==> src/rtl/nt_node_pipe_mon_pkg.sv <==
// ----------------------------------------------------------------------------
// nt_node_pkg
// Shared definitions for the NT-node mixing pipeline and its trigger monitor.
//   MIX_MAX_W         widest word the mix() helper can process
//   RARE_PAT_DEFAULT  default trigger pattern for the 4-lane configuration
//   mix()             one NAND-mix stage transform for a word of w lanes
// ----------------------------------------------------------------------------
package nt_node_pkg;

    localparam int unsigned MIX_MAX_W = 64;
    localparam int unsigned MIX_IDX_W = $clog2(MIX_MAX_W);

    localparam logic [3:0] RARE_PAT_DEFAULT = 4'b1111;

    // Lane i becomes ~(v[i] & ~v[i+1]), with the neighbour index wrapping at w.
    // Lanes at or above w are returned as zero.
    function automatic logic [MIX_MAX_W-1:0] mix(input logic [MIX_MAX_W-1:0] v,
                                                 input int unsigned          w);
        logic [MIX_MAX_W-1:0] r;
        logic [MIX_IDX_W-1:0] idx;
        logic [MIX_IDX_W-1:0] nxt;
        r = '0;
        for (int unsigned i = 0; i < MIX_MAX_W; i++) begin
            idx = MIX_IDX_W'(i);
            nxt = (i + 1 >= w) ? '0 : MIX_IDX_W'(i + 1);
            if (i < w) begin
                r[idx] = ~(v[idx] & ~v[nxt]);
            end
        end
        return r;
    endfunction

endpackage

==> src/rtl/nt_node_pipe_mon_if.sv <==
// ----------------------------------------------------------------------------
// nt_node_pipe_mon_if
// Valid/ready word interface around the NT-node pipeline.
//   in_valid/in_ready/in_data     upstream word handshake
//   out_valid/out_ready/out_data  downstream word handshake
// slave  : the pipeline side (takes input words, produces output words)
// master : the environment side (stimulus source and output sink)
// ----------------------------------------------------------------------------
interface nt_node_pipe_mon_if #(
    parameter int unsigned WIDTH = 4
) ();

    logic             in_valid;
    logic             in_ready;
    logic [WIDTH-1:0] in_data;
    logic             out_valid;
    logic             out_ready;
    logic [WIDTH-1:0] out_data;

    modport master (
        output in_valid, in_data, out_ready,
        input  in_ready, out_valid, out_data
    );

    modport slave (
        input  in_valid, in_data, out_ready,
        output in_ready, out_valid, out_data
    );

endinterface

==> src/rtl/nt_node_pipe_mon_stage.sv <==
// ----------------------------------------------------------------------------
// nt_node_stage
// One registered NAND-mix pipeline stage with valid/ready flow control.
//   i_clk       clock, rising edge
//   i_rst       asynchronous active-high reset
//   i_valid     valid of the upstream stage (or source)
//   i_data      data of the upstream stage (or source)
//   i_ready_dn  ready seen from the downstream side
//   o_valid     registered stage valid
//   o_data      registered stage data (mix of the loaded word)
//   o_ready_c   combinational: stage can load this cycle
// ----------------------------------------------------------------------------
module nt_node_stage
    import nt_node_pkg::*;
#(
    parameter int unsigned WIDTH = 4
) (
    input  logic             i_clk,
    input  logic             i_rst,
    input  logic             i_valid,
    input  logic [WIDTH-1:0] i_data,
    input  logic             i_ready_dn,
    output logic             o_valid,
    output logic [WIDTH-1:0] o_data,
    output logic             o_ready_c
);

    logic             r_valid;
    logic [WIDTH-1:0] r_data;
    logic [WIDTH-1:0] w_mix;

    assign w_mix     = WIDTH'(mix(MIX_MAX_W'(i_data), WIDTH));
    // An empty stage can always load; a full one only if its word moves on.
    assign o_ready_c = ~r_valid | i_ready_dn;

    // Stage register: load on ready, otherwise hold data and valid.
    always_ff @(posedge i_clk or posedge i_rst) begin
        if (i_rst) begin
            r_valid <= 1'b0;
            r_data  <= '0;
        end else if (o_ready_c) begin
            r_valid <= i_valid;
            r_data  <= w_mix;
        end
    end

    assign o_valid = r_valid;
    assign o_data  = r_data;

endmodule

==> src/rtl/nt_node_pipe_mon.sv <==
// ----------------------------------------------------------------------------
// nt_node_pipe_mon
// WIDTH-lane, DEPTH-stage NAND-mix pipeline with valid/ready flow control and
// a saturating rare-pattern hit counter with a sticky alarm.
//   I1470_clk  clock, rising edge
//   I1477_rst  asynchronous active-high reset
//   bus        slave side of the word handshake (in_* / out_*)
//   mon_clr    synchronous clear of rare_cnt and alarm (wins over a hit)
//   rare_cnt   saturating count of delivered words equal to RARE_PAT
//   alarm      sticky flag: rare_cnt has reached THRESH
// ----------------------------------------------------------------------------
module nt_node_pipe_mon
    import nt_node_pkg::*;
#(
    parameter int unsigned      WIDTH    = 4,
    parameter int unsigned      DEPTH    = 3,
    parameter int unsigned      CNT_W    = 8,
    parameter logic [WIDTH-1:0] RARE_PAT = WIDTH'(RARE_PAT_DEFAULT),
    parameter int unsigned      THRESH   = 16
) (
    input  logic              I1470_clk,
    input  logic              I1477_rst,
    nt_node_pipe_mon_if.slave bus,
    input  logic              mon_clr,
    output logic [CNT_W-1:0]  rare_cnt,
    output logic              alarm
);

    localparam logic [CNT_W-1:0] CNT_MAX = '1;

    logic [DEPTH-1:0] w_stage_vld;
    logic [DEPTH-1:0] w_stage_rdy;
    logic [WIDTH-1:0] w_stage_dat [DEPTH];
    logic             w_unused_rdy;

    // Pipeline stages. Downstream ready of stage k is derived straight from the
    // registered valids behind it (a bubble anywhere downstream, or out_ready),
    // which equals the chained ready without a combinational loop through the
    // ready vector.
    for (genvar k = 0; k < DEPTH; k++) begin : g_stage
        logic             w_vld_in;
        logic [WIDTH-1:0] w_dat_in;
        logic             w_rdy_dn;

        if (k == 0) begin : g_head
            assign w_vld_in = bus.in_valid;
            assign w_dat_in = bus.in_data;
        end else begin : g_body
            assign w_vld_in = w_stage_vld[k-1];
            assign w_dat_in = w_stage_dat[k-1];
        end

        if (k == DEPTH - 1) begin : g_tail_rdy
            assign w_rdy_dn = bus.out_ready;
        end else begin : g_mid_rdy
            assign w_rdy_dn = bus.out_ready | ~(&w_stage_vld[DEPTH-1:k+1]);
        end

        nt_node_stage #(
            .WIDTH (WIDTH)
        ) u_stage (
            .i_clk      (I1470_clk),
            .i_rst      (I1477_rst),
            .i_valid    (w_vld_in),
            .i_data     (w_dat_in),
            .i_ready_dn (w_rdy_dn),
            .o_valid    (w_stage_vld[k]),
            .o_data     (w_stage_dat[k]),
            .o_ready_c  (w_stage_rdy[k])
        );
    end

    assign bus.in_ready  = w_stage_rdy[0];
    assign bus.out_valid = w_stage_vld[DEPTH-1];
    assign bus.out_data  = w_stage_dat[DEPTH-1];
    // Inner stage readies are only needed inside their own stage.
    assign w_unused_rdy  = ^w_stage_rdy;

    // Rare-pattern monitor.
    logic             w_hit;
    logic [CNT_W-1:0] w_cnt_nxt;
    logic [CNT_W-1:0] r_cnt;
    logic             r_alarm;

    assign w_hit = bus.out_valid & bus.out_ready & (bus.out_data == RARE_PAT);

    // Saturating increment; never wraps back to zero.
    always_comb begin
        w_cnt_nxt = r_cnt;
        if (w_hit && (r_cnt != CNT_MAX)) begin
            w_cnt_nxt = r_cnt + CNT_W'(1);
        end
    end

    // Counter and sticky alarm; clear takes priority over a same-cycle hit.
    always_ff @(posedge I1470_clk or posedge I1477_rst) begin
        if (I1477_rst) begin
            r_cnt   <= '0;
            r_alarm <= 1'b0;
        end else if (mon_clr) begin
            r_cnt   <= '0;
            r_alarm <= 1'b0;
        end else begin
            r_cnt <= w_cnt_nxt;
            if (32'(w_cnt_nxt) >= THRESH) begin
                r_alarm <= 1'b1;
            end
        end
    end

    assign rare_cnt = r_cnt;
    assign alarm    = r_alarm;

endmodule

==> src/flat_wrapper.sv <==
// flat-port wrapper written by rule: the top's interface ports become plain ports
module nt_node_pipe_mon_flat import nt_node_pkg::*;
#(
    parameter int unsigned      WIDTH    = 4,
    parameter int unsigned      DEPTH    = 3,
    parameter int unsigned      CNT_W    = 8,
    parameter logic [WIDTH-1:0] RARE_PAT = WIDTH'(RARE_PAT_DEFAULT),
    parameter int unsigned      THRESH   = 16
)
  (I1470_clk, I1477_rst, mon_clr, rare_cnt, alarm, bus_in_valid, bus_in_data, bus_out_ready, bus_in_ready, bus_out_valid, bus_out_data);
  nt_node_pipe_mon_if #(.WIDTH(WIDTH)) bus_i ();
  input  logic I1470_clk;
  input  logic I1477_rst;
  input  logic mon_clr;
  output logic [CNT_W-1:0] rare_cnt;
  output logic alarm;
  input wire logic [$bits(bus_i.in_valid)-1:0] bus_in_valid;
  input wire logic [$bits(bus_i.in_data)-1:0] bus_in_data;
  input wire logic [$bits(bus_i.out_ready)-1:0] bus_out_ready;
  output wire logic [$bits(bus_i.in_ready)-1:0] bus_in_ready;
  output wire logic [$bits(bus_i.out_valid)-1:0] bus_out_valid;
  output wire logic [$bits(bus_i.out_data)-1:0] bus_out_data;
  assign bus_i.in_valid = bus_in_valid;
  assign bus_i.in_data = bus_in_data;
  assign bus_i.out_ready = bus_out_ready;
  assign bus_in_ready = bus_i.in_ready;
  assign bus_out_valid = bus_i.out_valid;
  assign bus_out_data = bus_i.out_data;
  nt_node_pipe_mon #(.WIDTH(WIDTH), .DEPTH(DEPTH), .CNT_W(CNT_W), .RARE_PAT(RARE_PAT), .THRESH(THRESH)) u_core (.I1470_clk(I1470_clk), .I1477_rst(I1477_rst), .bus(bus_i), .mon_clr(mon_clr), .rare_cnt(rare_cnt), .alarm(alarm));
endmodule
==> config.mk <==
export PLATFORM = sky130hd
export DESIGN_NAME = nt_node_pipe_mon_flat
export DESIGN_NICKNAME = d
export VERILOG_FILES = /design/src/rtl/nt_node_pipe_mon_pkg.sv /design/src/rtl/nt_node_pipe_mon_if.sv /design/src/rtl/nt_node_pipe_mon_stage.sv /design/src/rtl/nt_node_pipe_mon.sv /design/src/flat_wrapper.sv
export SDC_FILE = /design/constraint.sdc
export NUM_CORES = 1
export LEC_CHECK = 0
export ABC_CLOCK_PERIOD_IN_PS = 1650
export CORE_AREA = 2 2 55 57
export CTS_BUF_LIST = sky130_fd_sc_hd__clkbuf_8 sky130_fd_sc_hd__clkbuf_16
export CTS_CLUSTER_DIAMETER = 50
export DETAILED_ROUTE_END_ITERATION = 8
export DIE_AREA = 0 0 57 59
export GPL_TIMING_DRIVEN = 0
export PLACE_DENSITY_LB_ADDON = 0.08
export SYNTH_ARGS = -nofsm -noshare
export SYNTH_HDL_FRONTEND = slang
export SYNTH_SLANG_ARGS = --single-unit
==> constraint.sdc <==
create_clock -name I1470_clk -period 1.65 [get_ports I1470_clk]
set_input_delay 0.33 -clock I1470_clk [delete_from_list [all_inputs] [get_ports I1470_clk]]
set_output_delay 0.33 -clock I1470_clk [all_outputs]
set_load 0.05 [all_outputs]
# Word level (Yosys, flattened, before mapping)
# Index checks and enable logic that the tools add are counted.
# totals
inputBits	9
wordCells	65
out_inout_bits	15
register_bits	24
# op_classes
muxes	4
order_cmp	1
n_eq_ne	2
add_sub_neg	1
bitwise_logic	46
n_reduce_logical	3
# ops
op	n
1-bit inverter	28
8-bit 2-to-1 mux	2
1-bit AND	14
8-bit by 1-bit adder with 8-bit output, second input constant	1
8-bit by 5-bit >= comparator with 1-bit output, second input constant	1
8-bit != test, second input constant	1
4-bit == test, second input constant	1
1-bit OR	4
1-bit 2-to-1 mux	2
2-bit AND reduction	1
2-bit nonzero test	1
1-bit logical AND	1

# Longest topological paths before layout
# Gate-level depths: netlist (run 1).
# depth
ltp_word	7
ltp_mapped	6
mapped_depth_nobuf	6

# Cells and area by module
# A second synthesis (run 1) with hierarchy kept.
# hier_totals
hier_cells	102
area_unflattened_um2	1261.2
# modules_own_cells
module	seq_area_each_um2	cells_each	n_inst	area_per_inst_um2
nt_node_stage	125.1	17	3	246.5
nt_node_pipe_mon	225.2	51	1	521.8

# Worst setup path before layout (run 1)
# OpenSTA, ideal clock, no wires.
# synth_timing
kind	reg2reg
start	register u_core.r_cnt[0] (netlist: u_core.rare_cnt[0])
end	register u_core.r_alarm (netlist: u_core.alarm)
setup_ps	140
stages_incl_launch_ff	7
slack_ps	-288
required_time_ps	1510
n_path_buf	0
t_arrival_ps	1798
period_less_slack_ps	1938
path_cell_list	dfrtp_1 > ha_1 > nand3_1 > o2111a_2 > nand4_1 > xor2_2 > a41oi_2
# synth_between
elab_chain_len	5
elab_cells_between_ends	6
classes_between	1 x add/sub; 1 x order compare; 1 x eq/ne; 1 x mux; 2 x reduce/logical
# synth_lines
item	line_no	text
start, declared	nt_node_pipe_mon.sv:82	logic [CNT_W-1:0] r_cnt;
start signal, assigned	nt_node_pipe_mon.sv:104	r_cnt <= w_cnt_nxt;
parallel branches: the longest is 2 deep, another holds 8-bit by 1-bit adder with 8-bit output	-	
8-bit 2-to-1 mux *	nt_node_pipe_mon.sv:90	if (w_hit && (r_cnt != CNT_MAX)) begin
8-bit by 5-bit >= comparator with 1-bit output *	nt_node_pipe_mon.sv:105	if (32'(w_cnt_nxt) >= THRESH) begin
2-bit nonzero test (no line) *	-	
end signal, assigned	nt_node_pipe_mon.sv:99	r_alarm <= 1'b0;
end signal, assigned	nt_node_pipe_mon.sv:102	r_alarm <= 1'b0;
end signal, assigned	nt_node_pipe_mon.sv:106	r_alarm <= 1'b1;
end, declared	nt_node_pipe_mon.sv:83	logic r_alarm;
# Every way passes the cells marked *.
# A chain may end at the register's enable or synchronous reset.

# Worst setup path in the final report (run 1)
# Ends and elaborated chain as after synthesis.

==> results.sh, run 1 <==
export IMPL_rsz0062_at_grt="true"
export IMPL_drt_antenna_violating_nets=0
export IMPL_synth_area_um2=1080
export IMPL_wl_per_cell_um=12.9
export IMPL_fmaxAchievable_ghz=0.611
export IMPL_grt_usage=0.142
export IMPL_synth_area_top_cells="dfrtp_1 (56%), nor2_1 (7.3%), a31oi_1 (7.0%)"
export IMPL_die_h_um=59
export IMPL_crit_required_ns=1.79
export IMPL_fp_dieW_um=57
export IMPL_drv_cap=0
export IMPL_core_um2=2710
export IMPL_synth_compound_area_share=0.0962
export IMPL_synth_top_family_by_area="simple AND/OR/NAND/NOR gates"
export IMPL_drt_pass1_iter_count=4
export IMPL_power_leakage_nw=0.678
export IMPL_dr_total_vias=827
export IMPL_synth_area_mux_share=0.0278
export IMPL_criticalPathCategory="reg2reg"
export IMPL_synthToLayoutAreaGrowth_pct=38.0
export IMPL_arrival_ns=1.78
export IMPL_die_area_um2=3360
export IMPL_grt_max_degree=25
export IMPL_vias_per_cell=4.86
export IMPL_clk_pin_slew_worst_paths_ns=0.09
export IMPL_post_place_ws_ns=-0.683
export IMPL_outcome="complete, no violations"
export IMPL_clockPowerShare=0.292
export IMPL_worstMarginPinSlew_ns=0.907
export IMPL_end_kind="flop"
export IMPL_grt_overflow=0
export IMPL_yosysWarnings=0
export IMPL_slew_viol_final=0
export IMPL_crit_fanout=6
export IMPL_yosysTopAreaCellShare=0.556
export IMPL_cts_tree="done"
export IMPL_hold_viol_final=0
export IMPL_total_power_mw=1.40
export IMPL_initial_core_util=0.398
export IMPL_io_buffers=22
export IMPL_drive_gt1_frac=0.201
export IMPL_setup_slack_ns=0.0146
export IMPL_synth_top_area_cell="dfrtp_1"
export IMPL_seqPwrFrac=0.490
export IMPL_switching_share=0.313
export IMPL_power_frac_comb=0.218
export IMPL_first_iter_violations=9
export IMPL_async_flop_share=1.00
export IMPL_p_sw_mw=0.437
export IMPL_cts_buffers=3
export IMPL_dp_hpwl_mm=1.59
export IMPL_syn_avg_cell_area_um2=10.0
export IMPL_wl_mm=2.19
export IMPL_antenna_found_initial=0
export IMPL_synth_common_cells="dfrtp_1 (24), nor2_1 (21), inv_1 (14)"
export IMPL_fill_cells=262
export IMPL_synth_xor_area_frac=0.0475
export IMPL_p_int_mw=0.959
export IMPL_ys_seq_area_frac=0.556
export IMPL_yosys_area_share_simple=0.205
export IMPL_slew_headroom=0.395
export IMPL_fin_worst_skew_ns=0.00402
export IMPL_setup_violations=0
export IMPL_clkSinkCount=24
export IMPL_syn_nets=118
export IMPL_drc=0
export IMPL_hp_class="in2reg"
export IMPL_rows=19
export IMPL_cts_max_path_buffers=2
export IMPL_yosys_most_used_dff="dfrtp_1"
export IMPL_clkLatencyLatePin_ns=0.27
export IMPL_htree_levels=1
export IMPL_synth_adder_area_share=0.0116
export IMPL_routabilityCongestion=0.773
export IMPL_num_antenna_cells=0
export IMPL_grt_pass1_vias=821
export IMPL_synth_most_common_cell="dfrtp_1"
export IMPL_ys_ff_latch=24
export IMPL_post_route_period_util=0.991
export IMPL_vdd_drop_max_uv=504
export IMPL_period_minus_slack_ns=1.64
export IMPL_start_kind="flop"
export IMPL_synthCells=108
export IMPL_synth_edf_count=0
export IMPL_ioPinCount=24
export IMPL_nets=150
export IMPL_ys_types=23
export IMPL_power_density_nw_per_um2=937
export IMPL_cts_root_buf="clkbuf_8"
export IMPL_grt_pass1_wl_mm=3.51
through the flow:
stage                     setup TNS, ns  hold slack, ns  cells  instance area (um2)   util
after floorplan                  -0.123           0.344    108                 1110      -
after global placement            -1.27           0.459    161                 1370  0.506
after detailed placement          -1.32           0.472    161                 1370  0.506
after CTS                        -0.377           0.446    169                 1460  0.538
after global routing            -0.0966           0.485    170                 1490  0.550
final                                 0           0.434    170                 1490  0.550
sequential cells by signal (all words and copies together) (netlist names):
name                            cells
u_core.alarm                        1
u_core.g_stage.u_stage.o_data      12
u_core.g_stage.u_stage.o_valid      3
u_core.rare_cnt                     8
power groups by stage:
stage          Clock [mW]  Sequential [mW]  Combinational [mW]
3_3_place_gp            0            0.697               0.293
4_1_cts             0.412            0.684               0.305
6_report            0.408            0.684               0.304
3_5_place_dp            0            0.701               0.298
5_1_grt             0.437            0.692               0.333
2_1_floorplan           0            0.772               0.120
final cells by class:
class | instances | area, um2 | share of cell area
Timing Repair Buffer | 27 | 248 | 0.166
Inverter | 14 | 52.6 | 0.0353
Clock buffer | 4 | 55.1 | 0.0369
Sequential cell | 24 | 611 | 0.410
Multi-Input combinational cell | 68 | 478 | 0.321
Buffer | 2 | 7.51 | 0.00504
Tap cell | 31 | 38.8 | 0.0260
kinds of logic after synthesis:
kind of cell	after synthesis
adder cells (fa/ha/maj)	1
buffers and inverters	16
AND/OR/NAND/NOR	45
flip-flops	24
XOR/XNOR	5
multiplexers	3
AO/OA/AOI/OAI	14
worst max-delay path, cell delays in order (launching register included):
cell,delay [ns]
dfrtp_2,0.44
ha_4,0.18
nand3_4,0.10
o2111a_2,0.28
nand2_1,0.09
xor2_1,0.26
a41oi_2,0.16
path summary, 6_finish.rpt:
check	start	endpoint	slack (ns)	cells past startpoint
max	u_core.rare_cnt[0]$_DFF_PP0_	u_core.alarm$_DFFE_PP0P_	0.01	6
min	mon_clr	u_core.rare_cnt[4]$_DFF_PP0_	0.43	2
max reg2reg	u_core.rare_cnt[0]$_DFF_PP0_	u_core.alarm$_DFFE_PP0P_	0.01	6
min reg2reg	u_core.g_stage[0].u_stage.o_data[0]$_DFFE_PP0P_	u_core.g_stage[1].u_stage.o_data[0]$_DFFE_PP0P_	0.49	1
max in group asynchronous	I1477_rst	u_core.rare_cnt[2]$_DFF_PP0_	0.48	2
min in group asynchronous	I1477_rst	u_core.alarm$_DFFE_PP0P_	0.55	2
layout by cell type (no fill, tap or decap), types with 2 or more instances in the layout:
cell and count:
nand2_1 7, nand4_1 3, clkdlybuf4s50_1 6, xor2_1 2
inv_1 14, and4_1 2, nand2b_1 4, xnor2_1 2
a31oi_1 12, dfrtp_1 16, dlygate4sd2_1 13, nand3_4 2
dfrtp_2 8, mux2i_1 3, dlymetal6s2s_1 2, nor2_1 21
clkbuf_8 4, buf_4 5
metal layers:
metal  track usage  wire (um)  vias up
li1              -          -      421
met1         0.158        952      384
met2         0.253       1100       18
met3        0.0349        101        4
met4        0.0698         36        0
met5             0          0        -
repair_timing:
action | 4_1_cts | 5_1_grt
gates resized for setup | 22 | 6
setup buffers | 4 | 1
hold buffers | 0 | 0
pin swaps | 2 | 3
endpoints found under the setup margin | 16 | 3
Power figures use the tool's default switching activity.
==> run 2: changes to the inputs <==
Settings changed: ABC_CLOCK_PERIOD_IN_PS 1650 to 1850.
Clock period 1.65 ns to 1.85 ns, I/O delays scaled along.
==> results.sh, run 2 (same netlist as run 1, synthesis figures left out) <==
export IMPL_slew_headroom=0.380
export IMPL_crit_cells=1
export IMPL_fp_dieW_um=57
export IMPL_slowest_delay_ns=0.80
export IMPL_cts_max_path_buffers=2
export IMPL_grt_overflow=0
export IMPL_core_um2=2710
export IMPL_cts_tree="done"
export IMPL_r2r_start="u_core.rare_cnt[0]$_DFF_PP0_"
export IMPL_r2r_cells=6
export IMPL_crit_chain="clkdlybuf4s50_1"
export IMPL_ioPinCount=24
export IMPL_power_leakage_nw=0.657
export IMPL_crit_family="buffers and inverters"
export IMPL_crit_path_end="alarm"
export IMPL_wl_per_cell_um=12.3
export IMPL_fmaxAchievable_ghz=0.562
export IMPL_fill_cells=265
export IMPL_arrival_ns=1.41
export IMPL_slew_viol_final=0
export IMPL_drv_cap=0
export IMPL_grt_pass1_vias=761
export IMPL_tns_ns=0
export IMPL_clkSinkCount=24
export IMPL_crit_fanout=2
export IMPL_crit_required_ns=1.48
export IMPL_htree_levels=1
export IMPL_crit_start="u_core.alarm$_DFFE_PP0P_"
export IMPL_clk_pin_slew_worst_paths_ns=0.08
export IMPL_slowest_stage="clkdlybuf4s50_1"
export IMPL_routabilityCongestion=0.703
export IMPL_layout_common_cells="dfrtp_1 (22), nor2_1 (21), inv_1 (15), a31oi_1 (12), dlygate4sd2_1 (10)"
export IMPL_drc=0
export IMPL_final_common_cell="dfrtp_1"
export IMPL_end_kind="primary output"
export IMPL_power_density_nw_per_um2=840
export IMPL_post_route_period_util=0.962
export IMPL_hold_viol_final=0
export IMPL_drive_gt1_frac=0.104
export IMPL_die_area_um2=3360
export IMPL_grt_max_degree=25
export IMPL_initial_core_util=0.398
export IMPL_outcome="complete, no violations"
export IMPL_first_iter_violations=7
export IMPL_hp_class="in2reg"
export IMPL_clkLatencyLatePin_ns=0.26
export IMPL_vdd_drop_max_uv=433
export IMPL_num_antenna_cells=0
export IMPL_worstMarginPinSlew_ns=0.929
export IMPL_fin_worst_skew_ns=0.00641
export IMPL_grt_usage=0.132
export IMPL_period_minus_slack_ns=1.78
export IMPL_hold_slack_ns=0.480
export IMPL_cts_root_buf="clkbuf_8"
export IMPL_reg2reg_slack_ns=0.15
export IMPL_nets=146
export IMPL_start_kind="flop"
export IMPL_wl_mm=2.04
export IMPL_setup_violations=0
export IMPL_largest_register_ffs=12
export IMPL_grt_pass1_wl_mm=3.37
export IMPL_criticalPathCategory="reg2out"
export IMPL_cts_buffers=3
export IMPL_dp_cells=161
export IMPL_vias_per_cell=5.00
export IMPL_dp_hpwl_mm=1.50
export IMPL_crit_buf_inv=1
export IMPL_synthToLayoutAreaGrowth_pct=29.1
export IMPL_die_h_um=59
export IMPL_total_power_mw=1.17
export IMPL_r2r_end="u_core.alarm$_DFFE_PP0P_"
export IMPL_dr_total_vias=830
export IMPL_rows=19
export IMPL_layout_cells_non_filler=166
export IMPL_io_buffers=22
export IMPL_rsz0062_at_grt="false"
export IMPL_drt_antenna_violating_nets=0
export IMPL_antenna_found_initial=0
export IMPL_drt_pass1_iter_count=4
run 2: changes by cell type in the layout (fill, tap and decap cells not counted), moves of 2 or more:
cell | before | now
buf_4 | 5 | 2
clkdlybuf4s50_1 | 6 | 8
dfrtp_1 | 16 | 22
dfrtp_2 | 8 | 2
dlygate4sd2_1 | 13 | 10
nand3_4 | 2 | 0
run 2: final cells by class:
cell class	instances	area, um2	share of cell area
Buffer	2	7.51	0.00539
Clock buffer	3	41.3	0.0296
Clock inverter	1	3.75	0.00269
Inverter	14	52.6	0.0377
Multi-Input combinational cell	68	427	0.306
Sequential cell	24	603	0.433
Tap cell	31	38.8	0.0278
Timing Repair Buffer	23	220	0.158
run 2: worst min-delay path by stage:
stage | slack [ns] | from | cells after the start | to
3_5_place_dp | 0.47 | u_core.g_stage[0].u_stage.o_valid$_DFFE_PP0P_ | 1 | u_core.g_stage[1].u_stage.o_valid$_DFFE_PP0P_
6_report | 0.48 | mon_clr | 2 | u_core.rare_cnt[6]$_DFF_PP0_
4_1_cts | 0.48 | u_core.g_stage[0].u_stage.o_data[3]$_DFFE_PP0P_ | 1 | u_core.g_stage[1].u_stage.o_data[3]$_DFFE_PP0P_
3_3_place_gp | 0.46 | u_core.g_stage[0].u_stage.o_valid$_DFFE_PP0P_ | 1 | u_core.g_stage[1].u_stage.o_valid$_DFFE_PP0P_
2_1_floorplan | 0.38 | I1477_rst | 1 | u_core.alarm$_DFFE_PP0P_
5_1_grt | 0.49 | mon_clr | 2 | u_core.rare_cnt[5]$_DFF_PP0_
run 2: power breakdown:
part / leakage, nW / total, mW / switching, mW / internal [mW]
clock network: 0.0269 / 0.308 / 0.160 / 0.148
registers: 0.272 / 0.607 / 0.0390 / 0.568
logic: 0.358 / 0.255 / 0.165 / 0.0894
total: 0.657 / 1.17 / 0.365 / 0.806
run 2: metrics by stage:
stage                     worst slack, ns   util  instance area, um2
after floorplan                    0.0620      -                1090
after global placement             -0.553  0.497                1350
after detailed placement           -0.561  0.497                1350
after CTS                         0.00107  0.511                1380
after global routing              0.00426  0.514                1390
final                              0.0699  0.514                1390
run 2: what timing repair did:
item	in CTS	in global routing
pin swaps	1	2
endpoints found under the setup margin	11	5
gates resized for setup	16	4
setup buffers	1	0
hold buffers	0	0
run 2: metal layers:
metal,vias to the layer above,wire [um],GRT usage,share of wire
li1,415,-,-,-
met1,391,915,0.167,0.45
met2,19,978,0.220,0.48
met3,5,107,0.0284,0.053
met4,0,35,0.0598,0.017
met5,-,0,0,0
